--- src/rtl/mul_sequencer_if.sv ---
// Request/result bundle between the core's multicycle controller and mul_sequencer.
interface mul_sequencer_if #(
   parameter int WIDTH = 32
);
   logic             start;
   logic             abort;
   logic [1:0]       op;
   logic [WIDTH-1:0] a;
   logic [WIDTH-1:0] b;
   logic             busy;
   logic             done;
   logic [WIDTH-1:0] result_lo;
   logic [WIDTH-1:0] result_hi;
   logic             flag_n;
   logic             flag_z;

   modport master (
      output start, abort, op, a, b,
      input  busy, done, result_lo, result_hi, flag_n, flag_z
   );

   modport slave (
      input  start, abort, op, a, b,
      output busy, done, result_lo, result_hi, flag_n, flag_z
   );
endinterface

--- src/rtl/mul_sequencer.sv ---
// Radix-2 shift-add multiplier for MUL/UMULL/SMULL: WIDTH steps, one sign-fix cycle, one done cycle.
module mul_sequencer #(
   parameter int WIDTH = 32
) (
   input  logic           clk,
   input  logic           reset,
   mul_sequencer_if.slave bus
);
   localparam int CNT_W = $clog2(WIDTH + 1);

   typedef enum logic [1:0] {
      S_IDLE = 2'b00,
      S_RUN  = 2'b01,
      S_FIX  = 2'b10,
      S_DONE = 2'b11
   } state_t;

   state_t             state_q, state_d;
   logic [1:0]         op_q, op_d;
   logic               neg_q, neg_d;
   logic [WIDTH-1:0]   mcand_q, mcand_d;
   logic [WIDTH-1:0]   mplier_q, mplier_d;
   logic [2*WIDTH-1:0] acc_q, acc_d;
   logic [CNT_W-1:0]   cnt_q, cnt_d;
   logic               busy_q, busy_d;
   logic               done_q, done_d;
   logic [WIDTH-1:0]   res_lo_q, res_lo_d;
   logic [WIDTH-1:0]   res_hi_q, res_hi_d;
   logic               flag_n_q, flag_n_d;
   logic               flag_z_q, flag_z_d;

   logic [WIDTH-1:0]   addend_s;
   logic [WIDTH:0]     sum_s;
   logic [2*WIDTH-1:0] fixed_s;
   logic               is_long_s;

   // The most negative value maps onto 2^(WIDTH-1), which fits as unsigned.
   function automatic logic [WIDTH-1:0] magnitude(input logic [WIDTH-1:0] v);
      if (v[WIDTH-1]) begin
         magnitude = ~v + WIDTH'(1'b1);
      end else begin
         magnitude = v;
      end
   endfunction

   assign addend_s  = mplier_q[0] ? mcand_q : {WIDTH{1'b0}};
   assign sum_s     = {1'b0, acc_q[2*WIDTH-1:WIDTH]} + {1'b0, addend_s};
   assign fixed_s   = neg_q ? (~acc_q + (2*WIDTH)'(1'b1)) : acc_q;
   assign is_long_s = (op_q != 2'b00);

   // Next-state, datapath and registered-output computation.
   always_comb begin
      state_d  = state_q;
      op_d     = op_q;
      neg_d    = neg_q;
      mcand_d  = mcand_q;
      mplier_d = mplier_q;
      acc_d    = acc_q;
      cnt_d    = cnt_q;
      res_lo_d = res_lo_q;
      res_hi_d = res_hi_q;
      flag_n_d = flag_n_q;
      flag_z_d = flag_z_q;

      if (bus.abort) begin
         state_d = S_IDLE;
      end else begin
         case (state_q)
            S_IDLE, S_DONE: begin
               state_d = S_IDLE;
               if (bus.start) begin
                  state_d = S_RUN;
                  op_d    = bus.op;
                  acc_d   = {(2*WIDTH){1'b0}};
                  cnt_d   = {CNT_W{1'b0}};
                  if (bus.op == 2'b10) begin
                     mcand_d  = magnitude(bus.a);
                     mplier_d = magnitude(bus.b);
                     neg_d    = bus.a[WIDTH-1] ^ bus.b[WIDTH-1];
                  end else begin
                     mcand_d  = bus.a;
                     mplier_d = bus.b;
                     neg_d    = 1'b0;
                  end
               end else begin
                  state_d = S_IDLE;
               end
            end
            S_RUN: begin
               // Carry out of the add lands in the MSB after the shift.
               acc_d    = {sum_s, acc_q[WIDTH-1:1]};
               mplier_d = mplier_q >> 1;
               cnt_d    = cnt_q + CNT_W'(1'b1);
               if (cnt_q == CNT_W'(WIDTH - 1)) begin
                  state_d = S_FIX;
               end else begin
                  state_d = S_RUN;
               end
            end
            S_FIX: begin
               state_d  = S_DONE;
               res_lo_d = fixed_s[WIDTH-1:0];
               if (is_long_s) begin
                  res_hi_d = fixed_s[2*WIDTH-1:WIDTH];
                  flag_n_d = fixed_s[2*WIDTH-1];
                  flag_z_d = (fixed_s == {(2*WIDTH){1'b0}});
               end else begin
                  res_hi_d = {WIDTH{1'b0}};
                  flag_n_d = fixed_s[WIDTH-1];
                  flag_z_d = (fixed_s[WIDTH-1:0] == {WIDTH{1'b0}});
               end
            end
            default: begin
               state_d = S_IDLE;
            end
         endcase
      end

      busy_d = (state_d == S_RUN) || (state_d == S_FIX);
      done_d = (state_d == S_DONE);
   end

   // State, datapath and output registers.
   always_ff @(posedge clk or negedge reset) begin
      if (!reset) begin
         state_q  <= S_IDLE;
         op_q     <= 2'b00;
         neg_q    <= 1'b0;
         mcand_q  <= {WIDTH{1'b0}};
         mplier_q <= {WIDTH{1'b0}};
         acc_q    <= {(2*WIDTH){1'b0}};
         cnt_q    <= {CNT_W{1'b0}};
         busy_q   <= 1'b0;
         done_q   <= 1'b0;
         res_lo_q <= {WIDTH{1'b0}};
         res_hi_q <= {WIDTH{1'b0}};
         flag_n_q <= 1'b0;
         flag_z_q <= 1'b0;
      end else begin
         state_q  <= state_d;
         op_q     <= op_d;
         neg_q    <= neg_d;
         mcand_q  <= mcand_d;
         mplier_q <= mplier_d;
         acc_q    <= acc_d;
         cnt_q    <= cnt_d;
         busy_q   <= busy_d;
         done_q   <= done_d;
         res_lo_q <= res_lo_d;
         res_hi_q <= res_hi_d;
         flag_n_q <= flag_n_d;
         flag_z_q <= flag_z_d;
      end
   end

   assign bus.busy      = busy_q;
   assign bus.done      = done_q;
   assign bus.result_lo = res_lo_q;
   assign bus.result_hi = res_hi_q;
   assign bus.flag_n    = flag_n_q;
   assign bus.flag_z    = flag_z_q;
endmodule
--- src/flat_wrapper.sv ---
// flat-port wrapper written by rule: the top's interface ports become plain ports
module mul_sequencer_flat 
#(
   parameter int WIDTH = 32
)
  (clk, reset, bus_start, bus_abort, bus_op, bus_a, bus_b, bus_busy, bus_done, bus_result_lo, bus_result_hi, bus_flag_n, bus_flag_z);
  mul_sequencer_if #(.WIDTH(WIDTH)) bus_i ();
  input  logic clk;
  input  logic reset;
  input wire logic [$bits(bus_i.start)-1:0] bus_start;
  input wire logic [$bits(bus_i.abort)-1:0] bus_abort;
  input wire logic [$bits(bus_i.op)-1:0] bus_op;
  input wire logic [$bits(bus_i.a)-1:0] bus_a;
  input wire logic [$bits(bus_i.b)-1:0] bus_b;
  output wire logic [$bits(bus_i.busy)-1:0] bus_busy;
  output wire logic [$bits(bus_i.done)-1:0] bus_done;
  output wire logic [$bits(bus_i.result_lo)-1:0] bus_result_lo;
  output wire logic [$bits(bus_i.result_hi)-1:0] bus_result_hi;
  output wire logic [$bits(bus_i.flag_n)-1:0] bus_flag_n;
  output wire logic [$bits(bus_i.flag_z)-1:0] bus_flag_z;
  assign bus_i.start = bus_start;
  assign bus_i.abort = bus_abort;
  assign bus_i.op = bus_op;
  assign bus_i.a = bus_a;
  assign bus_i.b = bus_b;
  assign bus_busy = bus_i.busy;
  assign bus_done = bus_i.done;
  assign bus_result_lo = bus_i.result_lo;
  assign bus_result_hi = bus_i.result_hi;
  assign bus_flag_n = bus_i.flag_n;
  assign bus_flag_z = bus_i.flag_z;
  mul_sequencer #(.WIDTH(WIDTH)) u_core (.clk(clk), .reset(reset), .bus(bus_i));
endmodule
--- config.mk ---
export PLATFORM = sky130hd
export DESIGN_NAME = mul_sequencer_flat
export DESIGN_NICKNAME = d
export VERILOG_FILES = /design/src/rtl/mul_sequencer_if.sv /design/src/rtl/mul_sequencer.sv /design/src/flat_wrapper.sv
export SDC_FILE = /design/constraint.sdc
export NUM_CORES = 1
export LEC_CHECK = 0
export ABC_AREA = 1
export BUFFER_PORTS_ARGS = -buffer_cell sky130_fd_sc_hd__buf_2
export CORE_MARGIN = 3
export CORE_UTILIZATION = 60
export CTS_CLUSTER_SIZE = 20
export DETAILED_ROUTE_END_ITERATION = 7
export GPL_ROUTABILITY_DRIVEN = 1
export PLACE_DENSITY_LB_ADDON = 0.25
export SETUP_SLACK_MARGIN = 0.3
export SLEW_MARGIN = 0
export SYNTH_ARGS = -nofsm -noshare
export SYNTH_HDL_FRONTEND = slang
export SYNTH_SLANG_ARGS = --single-unit
--- constraint.sdc ---
create_clock -name clk -period 3.7 [get_ports clk]
set_input_delay 0.185 -clock clk [delete_from_list [all_inputs] [get_ports clk]]
set_output_delay 0.185 -clock clk [all_outputs]
set_load 0.02 [all_outputs]
==> run metrics <==
number of flops mapped to enable cells by yosys 0; Tcrit/Tclk final 77.63%; CTS tree built; cts bufs inserted 23; Area contributors post-synth dfrtp_1 38%, nand2_1 15%, nor2_1 6.6%; crit path max-delay cell type dfrtp_2; proportion of layout cells with a drive suffix above 1 11.63%; Setup TNS 0 ps; final net count about 2,200; commonest non-fill, non-tap cells in the layout 537 x nand2_1, 240 x nor2_1, 236 x inv_1; Worst path max stage delay 480 ps; GR Overflow Total 0; synthesis warning total 0; Worst Max-Slew Pin Slew ~1200 ps; non-filler cells in the finished layout between 2,000 and 2,500; Syn Std Cell Area 0.01373 mm^2; crit path capture type flip-flop; max cap viols 0; via count 13,380; fill count between 1,500 and 2,000; CP Class flip-flop to flip-flop; io pins between 100 and 150; first-pass GRT wire length approximately 63 mm; pin count of the biggest net entering global routing 121; root buffer cell clkbuf_16; fin util 70.94%; Final Hold Vio Count 0; R2R setup slack 830 ps; highest fanout seen on the critical path 14; crit path time final 2872 ps; final non-filler cell area 0.01572 mm^2; number of port buffers 137; post-DP HPWL 29.41 mm; Placement Cell Area 0.01464 mm^2; FF-to-FF Start u_core.mplier_q[0]$_DFFE_PN0P_; Lkg Pwr 8.532 nW; Initial Util 61.96%; critical path cell sequence nand2_1 > inv_1 > ha_1 > inv_1 > fa_1 > nand3b_1 > nand2_1 > a21oi_1 > o21ai_0 > a21boi_0 > o21ai_0 > nand2_1 > nand2_1 > nand2_1 > nand2_1 > o21ai_0; Antenna Nets Post-Route 0; DRC 0; Synth Instances slightly below 2,000; die width 157.3 um; TritonRoute pass-1 iters 6; hold slack 12.52 ps; Slew Limit Fails 0; RR Endpoint u_core.acc_q[55]$_DFFE_PN0P_; clock network power share between 30% and 40%; stages on the worst setup path 16; Post-Place Cells 2,315; Clock Tree Buf Depth 3; CTS H-tree lvls 1; outcome completed; Net Count, Synth 2,055; register area share after synthesis 37.73%; die height between 150 and 200 um; Worst Hold End u_core.mcand_q[20]$_DFFE_PN0P_; antenna violations before repair 0; Clock Sinks 207; gr usage total 31.42%; Core Region ~0.022 mm^2; Flop pwr share 39.5%; worst reg-to-reg path cell count 16; Worst VDD drop 275.2 uV; # diodes 0; Main synth FF type dfrtp_1; Min-Delay Path Class primary input to flip-flop; #FFs+latches synth 207; Cell Int Power 4.397 mW; Combinational Power Share 24.9%; num rows 54; Max Freq 0.3481 GHz; Yosys cell types 52; Required @ worst endpoint 4110 ps; DIE AREA 0.02474 mm^2; # setup viols final 0; most used cell, CP nand2_1; Psw 2.214 mW; CP Buf/Inv Count 2; mean post-synth cell area 7.063 um^2; CP startpoint kind flip-flop; Switching Share 33.48%; vias in the first global route approximately 12,000; Worst Clk Skew 16.26 ps; Vias/cell 5.609; Post-synth ARST share 100.0%; Worst-Skew Late Latency 530 ps; clk slew on worst S/H paths ~60 ps; most common cell after layout, fill and taps aside nand2_1; critical path's top delay family compound AO/OA/AOI/OAI gates; Rel. slew slack 17.06%; hold depth 3; final RePlAce weighted congestion 0.9881; 1st-iter DRT viols roughly 1,300; Synth-to-Final Area Change 14.49%; Avg WL per Cell roughly 16 um; Hold Startpoint bus_a[20]; setup bufs post-CTS 0; RSZ-0062 raised after global routing false; cell area power density 420.5 mW/mm^2; drt total wl 39.04 mm; share of the synthesized area in the top cell type a little under two fifths; top cell type by total area after synthesis dfrtp_1; Worst EP arrival approximately 3300 ps
## cells by family (layout without fill, tap and decap cells)
kind of cell	after synthesis	count (layout)	share of synthesized area, %
xor+xnor	77	77	4.912
simple gates	966	966	29.28
buf+inv	302	464	8.666
fa+ha+maj	41	41	3.791
compound gates	351	351	15.63
flops	207	207	37.73
## worst max path at each step
| stage | endpoint | from |
|---|---|---|
| floorplan | u_core.acc_q[55]$_DFFE_PN0P_ | u_core.mplier_q[0]$_DFFE_PN0P_ |
| global placement | u_core.acc_q[55]$_DFFE_PN0P_ | u_core.mplier_q[0]$_DFFE_PN0P_ |
| detailed placement | u_core.acc_q[55]$_DFFE_PN0P_ | u_core.mplier_q[0]$_DFFE_PN0P_ |
| CTS | u_core.acc_q[55]$_DFFE_PN0P_ | u_core.mplier_q[0]$_DFFE_PN0P_ |
| global route | u_core.acc_q[55]$_DFFE_PN0P_ | u_core.mplier_q[0]$_DFFE_PN0P_ |
| finish | u_core.acc_q[55]$_DFFE_PN0P_ | u_core.mplier_q[0]$_DFFE_PN0P_ |
## cell usage after synthesis, drive strengths merged, types with 8 or more instances
library cell,instances
xor2,71
o211ai,8
o21ai,136
ha,40
clkbuf,48
nor2,258
o22ai,50
o21bai,11
o221ai,21
nand2,547
nand3,91
buf,12
or2,10
dfrtp,207
nand4,21
a21oi,72
inv,238
a22o,29
nor4,9
nor3,21
## sequential cells by signal, summed over array words and instances (netlist names), 2 cells and up
signal and cells:
u_core.op_q 2, u_core.state_q 2, u_core.cnt_q 6, u_core.mplier_q 32, u_core.acc_q 64, u_core.mcand_q 32
u_core.bus.result_hi 32, u_core.bus.result_lo 32
## repair_timing
action	in CTS	in global routing
setup endpoints to repair	0	1
hold buffers	30	0
hold endpoints to repair	148	0
resized for setup	0	1
## power groups by stage
stage / Clock [mW] / Sequential (mW) / Combinational [mW]
finish: 2.35 / 2.61 / 1.65
global route: 2.49 / 2.63 / 1.86
CTS: 2.38 / 2.60 / 1.63
detailed placement: 0 / 2.64 / 1.59
global placement: 0 / 2.64 / 1.57
floorplan: 0 / 2.58 / 1.16
## metrics by stage
| stage | power (mW) | worst slack (ps) |
|---|---|---|
| floorplan | 3.742 | 916.4 |
| global placement | 4.203 | 862.1 |
| detailed placement | 4.233 | 739.9 |
| CTS | 6.609 | 731.4 |
| global route | 6.976 | 386.3 |
| finish | 6.611 | 827.6 |
## worst reg2reg max path, stage by stage (launching register included)
cell	delay, ps
dfrtp_2	480
nand2_1	80
inv_1	60
ha_1	150
inv_1	80
fa_1	400
nand3b_1	180
nand2_1	100
a21oi_1	90
o21ai_0	240
a21boi_0	170
o21ai_0	290
nand2_1	150
nand2_1	110
nand2_1	50
nand2_1	50
o21ai_0	70
## metal layers
layer / vias up / part of all wire (%) / track usage, %
met5: - / 0 / 0
met4: 0 / 3.7 / 11.61
met3: 86 / 7.0 / 4.317
met2: 536 / 44 / 49.67
met1: 6124 / 45 / 44.37
li1: 6636 / - / -
## layout make-up
type / instances / area [um^2] / area share, %
multi-input cells: 1435 / 7372 / 46.90
flip-flops and latches: 207 / 5182 / 32.97
repair buffers: 182 / 1132 / 7.203
inverters: 241 / 904.6 / 5.755
clock buffers: 30 / 641.9 / 4.083
well taps: 280 / 350.3 / 2.229
clock inverters: 11 / 136.4 / 0.8676
Note: power is estimated with default switching activity, not from simulation.
